### src/rtl/apb_cmd_master.sv
// ----------------------------------------------------------------------------
// apb_cmd_master
// APB3 initiator. Accepts one command at a time on a valid/ready stream,
// runs a single SETUP/ACCESS transfer on the peripheral bus and returns the
// read data and status on a valid/ready response stream.
//
// Optional build macro: APB_TIMEOUT_EN
//   defined   - an ACCESS phase that waits TIMEOUT_CYCLES cycles without
//               PREADY is abandoned and reported with RSP_ERR=1, RSP_TIMEOUT=1.
//   undefined - ACCESS waits for PREADY indefinitely; RSP_TIMEOUT stays 0.
//
// Reset (PRESET) is synchronous and active-high. Every output except
// CMD_READY comes straight from a flop.
// ----------------------------------------------------------------------------
module apb_cmd_master #(
  parameter int ADDR_WIDTH     = 12,
  parameter int TIMEOUT_CYCLES = 256
) (
  input  logic                  PCLK,
  input  logic                  PRESET,
  // command stream
  input  logic                  CMD_VALID,
  output logic                  CMD_READY,
  input  logic                  CMD_WRITE,
  input  logic [ADDR_WIDTH-1:0] CMD_ADDR,
  input  logic [31:0]           CMD_WDATA,
  // response stream
  output logic                  RSP_VALID,
  input  logic                  RSP_READY,
  output logic [31:0]           RSP_RDATA,
  output logic                  RSP_ERR,
  output logic                  RSP_TIMEOUT,
  output logic                  BUSY,
  // APB3 initiator side
  output logic                  PSEL,
  output logic                  PENABLE,
  output logic                  PWRITE,
  output logic [ADDR_WIDTH-1:0] PADDR,
  output logic [31:0]           PWDATA,
  input  logic [31:0]           PRDATA,
  input  logic                  PREADY,
  input  logic                  PSLVERR
);

  typedef enum logic [1:0] {
    ST_IDLE   = 2'd0,
    ST_SETUP  = 2'd1,
    ST_ACCESS = 2'd2,
    ST_RESP   = 2'd3
  } state_t;

  // Word-aligns the byte address: the two low address bits are never driven.
  localparam logic [ADDR_WIDTH-1:0] ADDR_ALIGN_MASK = {{(ADDR_WIDTH-2){1'b1}}, 2'b00};

  state_t                  state_r;
  logic                    psel_r;
  logic                    penable_r;
  logic                    pwrite_r;
  logic [ADDR_WIDTH-1:0]   paddr_r;
  logic [31:0]             pwdata_r;
  logic                    rsp_valid_r;
  logic [31:0]             rsp_rdata_r;
  logic                    rsp_err_r;
  logic                    rsp_timeout_r;
  logic                    busy_r;
  logic                    to_hit_s;

  // Command side is only open in IDLE, and never while reset is asserted.
  assign CMD_READY = (state_r == ST_IDLE) && !PRESET;

  assign PSEL        = psel_r;
  assign PENABLE     = penable_r;
  assign PWRITE      = pwrite_r;
  assign PADDR       = paddr_r;
  assign PWDATA      = pwdata_r;
  assign RSP_VALID   = rsp_valid_r;
  assign RSP_RDATA   = rsp_rdata_r;
  assign RSP_ERR     = rsp_err_r;
  assign RSP_TIMEOUT = rsp_timeout_r;
  assign BUSY        = busy_r;

`ifdef APB_TIMEOUT_EN
  // One extra bit so the counter can step past the terminal value harmlessly.
  localparam int              TO_W    = $clog2(TIMEOUT_CYCLES) + 1;
  localparam logic [TO_W-1:0] TO_LAST = TO_W'(TIMEOUT_CYCLES - 1);

  logic [TO_W-1:0] to_cnt_r;

  // Counts ACCESS cycles spent waiting on PREADY; restarted for every transfer.
  always_ff @(posedge PCLK) begin
    if (PRESET) begin
      to_cnt_r <= {TO_W{1'b0}};
    end else if (state_r == ST_SETUP) begin
      to_cnt_r <= {TO_W{1'b0}};
    end else if ((state_r == ST_ACCESS) && !PREADY) begin
      to_cnt_r <= to_cnt_r + TO_W'(1);
    end else begin
      to_cnt_r <= to_cnt_r;
    end
  end

  // Last permitted wait cycle; PREADY in this same cycle still completes normally.
  assign to_hit_s = (state_r == ST_ACCESS) && (to_cnt_r == TO_LAST);
`else
  // No watchdog: ACCESS can only be left through PREADY.
  assign to_hit_s = 1'b0;

  logic unused_cfg_s;
  assign unused_cfg_s = (TIMEOUT_CYCLES >= 2);
`endif

  // Transfer sequencer: IDLE -> SETUP -> ACCESS -> RESP, all bus and response outputs registered.
  always_ff @(posedge PCLK) begin
    if (PRESET) begin
      state_r       <= ST_IDLE;
      psel_r        <= 1'b0;
      penable_r     <= 1'b0;
      pwrite_r      <= 1'b0;
      paddr_r       <= {ADDR_WIDTH{1'b0}};
      pwdata_r      <= 32'h0000_0000;
      rsp_valid_r   <= 1'b0;
      rsp_rdata_r   <= 32'h0000_0000;
      rsp_err_r     <= 1'b0;
      rsp_timeout_r <= 1'b0;
      busy_r        <= 1'b0;
    end else begin
      case (state_r)
        ST_IDLE: begin
          if (CMD_VALID) begin
            // Capture the command; the bus address is frozen from here to completion.
            pwrite_r <= CMD_WRITE;
            paddr_r  <= CMD_ADDR & ADDR_ALIGN_MASK;
            pwdata_r <= CMD_WDATA;
            psel_r   <= 1'b1;
            busy_r   <= 1'b1;
            state_r  <= ST_SETUP;
          end else begin
            state_r  <= ST_IDLE;
          end
        end

        ST_SETUP: begin
          penable_r <= 1'b1;
          state_r   <= ST_ACCESS;
        end

        ST_ACCESS: begin
          if (PREADY) begin
            // PSLVERR only counts together with PREADY; read data is kept even on error.
            rsp_rdata_r   <= pwrite_r ? 32'h0000_0000 : PRDATA;
            rsp_err_r     <= PSLVERR;
            rsp_timeout_r <= 1'b0;
            psel_r        <= 1'b0;
            penable_r     <= 1'b0;
            rsp_valid_r   <= 1'b1;
            state_r       <= ST_RESP;
          end else if (to_hit_s) begin
            // Slave never answered: drop the bus and report a timed-out error.
            rsp_rdata_r   <= 32'h0000_0000;
            rsp_err_r     <= 1'b1;
            rsp_timeout_r <= 1'b1;
            psel_r        <= 1'b0;
            penable_r     <= 1'b0;
            rsp_valid_r   <= 1'b1;
            state_r       <= ST_RESP;
          end else begin
            state_r       <= ST_ACCESS;
          end
        end

        ST_RESP: begin
          if (RSP_READY) begin
            rsp_valid_r <= 1'b0;
            busy_r      <= 1'b0;
            state_r     <= ST_IDLE;
          end else begin
            state_r     <= ST_RESP;
          end
        end

        default: begin
          // Unreachable encoding: park the bus and return to a clean IDLE.
          psel_r      <= 1'b0;
          penable_r   <= 1'b0;
          rsp_valid_r <= 1'b0;
          busy_r      <= 1'b0;
          state_r     <= ST_IDLE;
        end
      endcase
    end
  end

endmodule

### config.mk
export PLATFORM = sky130hd
export DESIGN_NAME = apb_cmd_master
export DESIGN_NICKNAME = d
export VERILOG_FILES = /design/src/rtl/apb_cmd_master.sv
export SDC_FILE = /design/constraint.sdc
export NUM_CORES = 1
export LEC_CHECK = 0
export BUFFER_PORTS_ARGS = -buffer_cell sky130_fd_sc_hd__clkbuf_2
export CORE_MARGIN = 1.5
export CORE_UTILIZATION = 45
export DETAILED_ROUTE_END_ITERATION = 8
export GPL_TIMING_DRIVEN = 0
export PLACE_DENSITY = 0.81
export SETUP_SLACK_MARGIN = 0.5
export SLEW_MARGIN = 20
export SYNTH_ARGS = -nofsm -noshare
export SYNTH_HDL_FRONTEND = slang
export SYNTH_SLANG_ARGS = --single-unit
### constraint.sdc
create_clock -name PCLK -period 4.3 [get_ports PCLK]
set_clock_uncertainty 0.2 [all_clocks]
set_input_delay 0.215 -clock PCLK [delete_from_list [all_inputs] [get_ports PCLK]]
set_output_delay 0.215 -clock PCLK [all_outputs]
set_load 0.02 [all_outputs]
==> flow_summary.toml, run 1 <==
[synth]
syn_inst = 367
synth_edf_count = 0
yosysTopAreaCell = "dfxtp_1"
ys_types = 23
synth.avg_cell_area_um2 = 8.35
synthArstFlopShare = 0
yosysWarningCount = 0
synth_top_area_share = 0.536
ys_top_cells_by_area = "dfxtp_1, nand2_1, a21oi_1, nand3b_1, buf_6"
ys_ff_latch = 82
synth-main-ff-cell = "dfxtp_1"
syn_area_um2 = 3060
seq_area_frac_synth = 0.536

[die]
io_pins = 167
rows = 29
start_util = 0.474
fp.coreArea_um2 = 6460
die_y_um = 85.5
die_w_um = 85.5
fp.dieArea_um2 = 7310

[place]
dpl.hpwl_um = 6010
dp_slack_ns = 2.70
dp.cells = 606
port_buffers = 160
dpl_cell_area_um2 = 3970
gp_congestion = 0.809

[route]
via_count = 3479
drt_iter0_drc = 132
wl_um = 10100
postRouteAntennaNets = 0
wl_per_cell_um = 14.4
drc = 12
drt-vias-per-instance = 4.98
dr.pass1.iters = 9

[timing]
grt_setup_unrepaired = "no"
min_period_ns = 1.64
slew_headroom = 0.643
setup_viol = 0
fin_tns_setup_ns = 0
fin_hold_ws_ns = 0.0878
timing.fmax_mhz = 609
fin_crit_sh = 0.382
maxSlewViolCount = 0
hold_viol_final = 0
tightestPinTransition_ns = 0.536
setup_ws_ns = 2.66

[flow_run]
drv_cap = 0

[global_route]
grt_pass1_wl_um = 16100
grt_max_degree = 14
grt_pass1_vias = 3391
overflow = 0
grt_usage = 0.272
antenna_found_initial = 0

[power_and_ir_drop]
p_per_area_nw_per_um2 = 375
ir_drop_uv = 268
p_leak_nw = 2.22
p_total_mw = 1.86

[critical_path]
cp-startpoint = "state_r[0]$_SDFF_PP0_"
cp_cell_sequence = "or3b_1 -> clkbuf_1 -> buf_2 -> nand2_1 -> a21oi_1"
worstPathArrival_ns = 1.64
critPathKind = "flop to flop"
r2r_start = "state_r[0]$_SDFF_PP0_"
worstPathMaxFanout = 10
slowest_delay_ns = 0.37
cp_slowest_cell = "or3b_1"
cp.required_ns = 4.30
cp-start-kind = "flop"
cp-end-kind = "flop"

[finish]
finish.utilization = 0.768
final_layout_size_suffix_gt1_frac = 0.317
final_area_um2 = 4960
fin_cells = 699
n_antenna_cell = 0
areaGrowthSynthToFinish_pct = 61.9
final_nets = 700

[clock_network]
cts_sinks = 82
clk_latency_ns = 0.33
clockRootBuffer = "clkbuf_8"
cts_resized = 0
clk_pin_slew_worst_paths_ns = 0.08
cts_tree = "built"
numCtsBuffers = 9
ctsLongestPathBuffers = 2
htreeDepth = 3

[status]
violations = "design-rule violations"
status = "finished, violations left"

[worst_hold_path]
min_from = "PREADY"
hp-class = "primary input to flop"
final cells by class:
class / instances / area (um^2)
clock buffer: 12 / 145
clock inverter: 4 / 75.1
fill: 449 / 1500
multi-input combinational: 253 / 1230
buffer: 33 / 194
inverter: 1 / 3.75
sequential: 82 / 1640
tap: 77 / 96.3
timing repair buffer: 237 / 1570
metal layers:
layer / track usage / wire [um] / up-vias / share of wire
li1: - / - / 1707 / -
met3: 0.0674 / 807 / 10 / 0.080
met4: 0.0850 / 100 / 0 / 0.0099
met2: 0.485 / 5000 / 163 / 0.50
met5: 0 / 0 / - / 0
met1: 0.322 / 4160 / 1599 / 0.41
critical path: cells and delay by family (launching register included):
family	cells	cell delay [ns]
DFF	1	0.33
AOI/OAI and AO/OA	1	0.08
buffers and inverters	2	0.42
and+or+nand+nor	2	0.48
Yosys cell counts, types with 2 or more instances:
master / instances
a21oi_1: 79
buf_2: 11
buf_4: 3
buf_6: 6
clkbuf_1: 13
dfxtp_1: 82
nand2_1: 122
nand3b_1: 33
nor2_1: 2
nor3_1: 2
o21bai_1: 2
path summary, 6_finish.rpt:
check                           slack (ns)  depth (start not counted)                         end
worst max-delay path                  2.66                          5     PWDATA[22]$_SDFFE_PP0P_
worst min-delay path                  0.09                          3       state_r[0]$_SDFF_PP0_
worst max register to register        2.66                          5     PWDATA[22]$_SDFFE_PP0P_
worst min register to register        0.26                          2  RSP_RDATA[25]$_SDFFE_PP0P_
sequential cells by signal, indices dropped and copies added (netlist names):
name       cells
PADDR         10
RSP_VALID      1
PSEL           1
PWRITE         1
PENABLE        1
state_r        2
PWDATA        32
RSP_ERR        1
RSP_RDATA     32
BUSY           1
what timing repair did:
action,4_1_cts,5_1_grt
endpoints found under the hold margin,77,0
hold buffers,77,0
setup buffers,0,0
cell families after synthesis:
kind of cell / synth area share
buf+inv: 0.0645
simple gates: 0.253
compound gates: 0.146
flops: 0.536
other cells: 0.00122
cells in the final DEF (no fill, tap or decap):
master,count
clkbuf_2,160
nand2_1,122
dfxtp_1,82
a21oi_1,79
dlygate4sd3_1,77
nand3b_1,33
clkbuf_1,15
buf_2,11
clkbuf_8,10
buf_6,6
buf_4,3
conb_1,3
nor3_1,2
nor2_1,2
o21bai_1,2
clkinvlp_4,2
bufinv_16,2
nor3b_4,1
or3b_1,1
nor2b_1,1
a211oi_1,1
inv_1,1
o21ai_0,1
nor3b_1,1
and3b_2,1
a2bb2oi_1,1
a31oi_1,1
a21oi_2,1
power breakdown:
group	leakage (nW)	switching, mW	internal [mW]
Sequential	0.669	0.0318	0.811
Combinational	1.44	0.226	0.177
Clock	0.103	0.270	0.344
Total	2.22	0.527	1.33
(Power assumes the default switching activity.)
==> run 2: changes to the inputs <==
--- a/config.mk
+++ b/config.mk
@@ -7,10 +7,10 @@
 export LEC_CHECK = 0
 export BUFFER_PORTS_ARGS = -buffer_cell sky130_fd_sc_hd__clkbuf_2
 export CORE_MARGIN = 1.5
-export CORE_UTILIZATION = 45
+export CORE_UTILIZATION = 40
 export DETAILED_ROUTE_END_ITERATION = 8
 export GPL_TIMING_DRIVEN = 0
-export PLACE_DENSITY = 0.81
+export PLACE_DENSITY = 0.76
 export SETUP_SLACK_MARGIN = 0.5
 export SLEW_MARGIN = 20
 export SYNTH_ARGS = -nofsm -noshare
==> constraint.sdc (replaced) <==
create_clock -name PCLK -period 1.33 [get_ports PCLK]
set_clock_uncertainty 0.2 [all_clocks]
set_input_delay 0.0665 -clock PCLK [delete_from_list [all_inputs] [get_ports PCLK]]
set_output_delay 0.0665 -clock PCLK [all_outputs]
set_load 0.02 [all_outputs]
==> flow_summary.toml, run 2 (synthesized netlist as in run 1, its figures left out) <==
[flow_run]
drv_cap = 0

[finish]
fin_cells = 759
areaGrowthSynthToFinish_pct = 124
final_cell_mix = "buf_8, clkbuf_2, dfxtp_2"
final_area_um2 = 6870
final_layout_size_suffix_gt1_frac = 0.688
final_common_cell = "buf_8"
final_nets = 738
n_antenna_cell = 0

[clock_network]
ctsLongestPathBuffers = 2
clk_latency_ns = 0.35
htreeDepth = 3
clk_pin_slew_worst_paths_ns = 0.09
holdBufCountCts = 53
numCtsBuffers = 9
clockRootBuffer = "clkbuf_8"
cts_tree = "built"
cts_sinks = 82

[timing]
fin_tns_setup_ns = -12.50
maxSlewViolCount = 0
min_period_ns = 1.59
slew_headroom = 0.491
timing.fmax_mhz = 629
hold_viol_final = 29
setup_viol = 79
tightestPinTransition_ns = 0.763
setup_ws_ns = -0.260
fin_crit_sh = 1.20
fin_hold_ws_ns = -0.237
grt_setup_unrepaired = "yes"

[place]
port_buffers = 160
dpl_cell_area_um2 = 4090
gp_congestion = 0.749
dp_slack_ns = -0.275
dp.cells = 628
dpl.hpwl_um = 6030

[status]
violations = "negative hold slack, negative setup slack"
status = "finished, violations left"

[route]
dr.pass1.iters = 5
drt-vias-per-instance = 5.58
drt_iter0_drc = 272
postRouteAntennaNets = 0
drc = 0
wl_per_cell_um = 22.5
via_count = 4234
wl_um = 17100

[critical_path]
path_delay_family = "simple AND/OR/NAND/NOR gates"
crit_buf_inv = 2
worstPathArrival_ns = 1.59
cp_slowest_cell = "or3b_4"
cp_cell_sequence = "or3b_4 -> buf_12 -> clkbuf_16 -> nand2_1 -> a21oi_1"
cp-start-kind = "flop"
critPathKind = "flop to flop"
cp.required_ns = 1.33
rrSetupSlack_ns = -0.26
worstPathMaxFanout = 8
cp-end-kind = "flop"
slowest_delay_ns = 0.41

[global_route]
grt_pass1_vias = 4000
grt_max_degree = 14
antenna_found_initial = 0
grt_pass1_wl_um = 19400
overflow = 0
grt_usage = 0.296

[die]
io_pins = 167
die_y_um = 90.5
start_util = 0.418
fp.coreArea_um2 = 7330
fp.dieArea_um2 = 8190
die_w_um = 90.5
rows = 31

[power_and_ir_drop]
ir_drop_uv = 779
p_leak_nw = 2.89
p_per_area_nw_per_um2 = 1050

[worst_hold_path]
hp-class = "primary input to flop"
-- run 2: worst register-to-register path, stage by stage (launching register included) --
cell       delay (ns)
dfxtp_2          0.34
or3b_4           0.41
buf_12           0.17
clkbuf_16        0.16
nand2_1          0.08
a21oi_1          0.08
-- run 2: routing by layer --
| layer | global-route usage | vias up | wire length [um] |
|---|---|---|---|
| li1 | - | 1776 | - |
| met1 | 0.315 | 2005 | 5920 |
| met2 | 0.544 | 371 | 8550 |
| met3 | 0.0859 | 82 | 1750 |
| met4 | 0.112 | 0 | 850 |
| met5 | 0 | - | 0 |
-- run 2: final timing paths --
check | to | startpoint | cells after the start
worst max-delay path | PWDATA[10]$_SDFFE_PP0P_ | state_r[0]$_SDFF_PP0_ | 5
worst min-delay path | RSP_RDATA[16]$_SDFFE_PP0P_ | PRDATA[16] | 3
worst max register to register | PWDATA[10]$_SDFFE_PP0P_ | state_r[0]$_SDFF_PP0_ | 5
worst min register to register | PWDATA[17]$_SDFFE_PP0P_ | PWDATA[17]$_SDFFE_PP0P_ | 2
-- run 2: per-stage QoR --
step | utilization | power, mW
2_1_floorplan | - | 3.52
3_5_place_dp | 0.557 | 3.93
3_3_place_gp | 0.557 | 3.91
4_1_cts | 0.843 | 6.53
5_1_grt | 0.937 | 7.40
6_report | 0.937 | 7.21
-- run 2: layout make-up --
| class | count | area [um^2] |
|---|---|---|
| timing repair buffer | 275 | 2740 |
| sequential | 82 | 1760 |
| multi-input combinational | 253 | 1690 |
| fill | 222 | 463 |
| buffer | 33 | 327 |
| clock buffer | 12 | 145 |
| tap | 99 | 124 |
| clock inverter | 4 | 75.1 |
| inverter | 1 | 3.75 |
-- run 2: timing repair --
action	in CTS	in global routing
gates resized for setup	310	187
gates cloned	8	2
endpoints found under the hold margin	80	28
pin swaps	30	63
endpoints found under the setup margin	163	163
setup buffers	30	22
-- run 2: power by group --
part	switching [mW]	internal (mW)	leakage (nW)	total, mW
combinational	1.05	1.19	2.08	2.24
clock	1.01	1.11	0.103	2.12
sequential	0.195	2.65	0.707	2.85
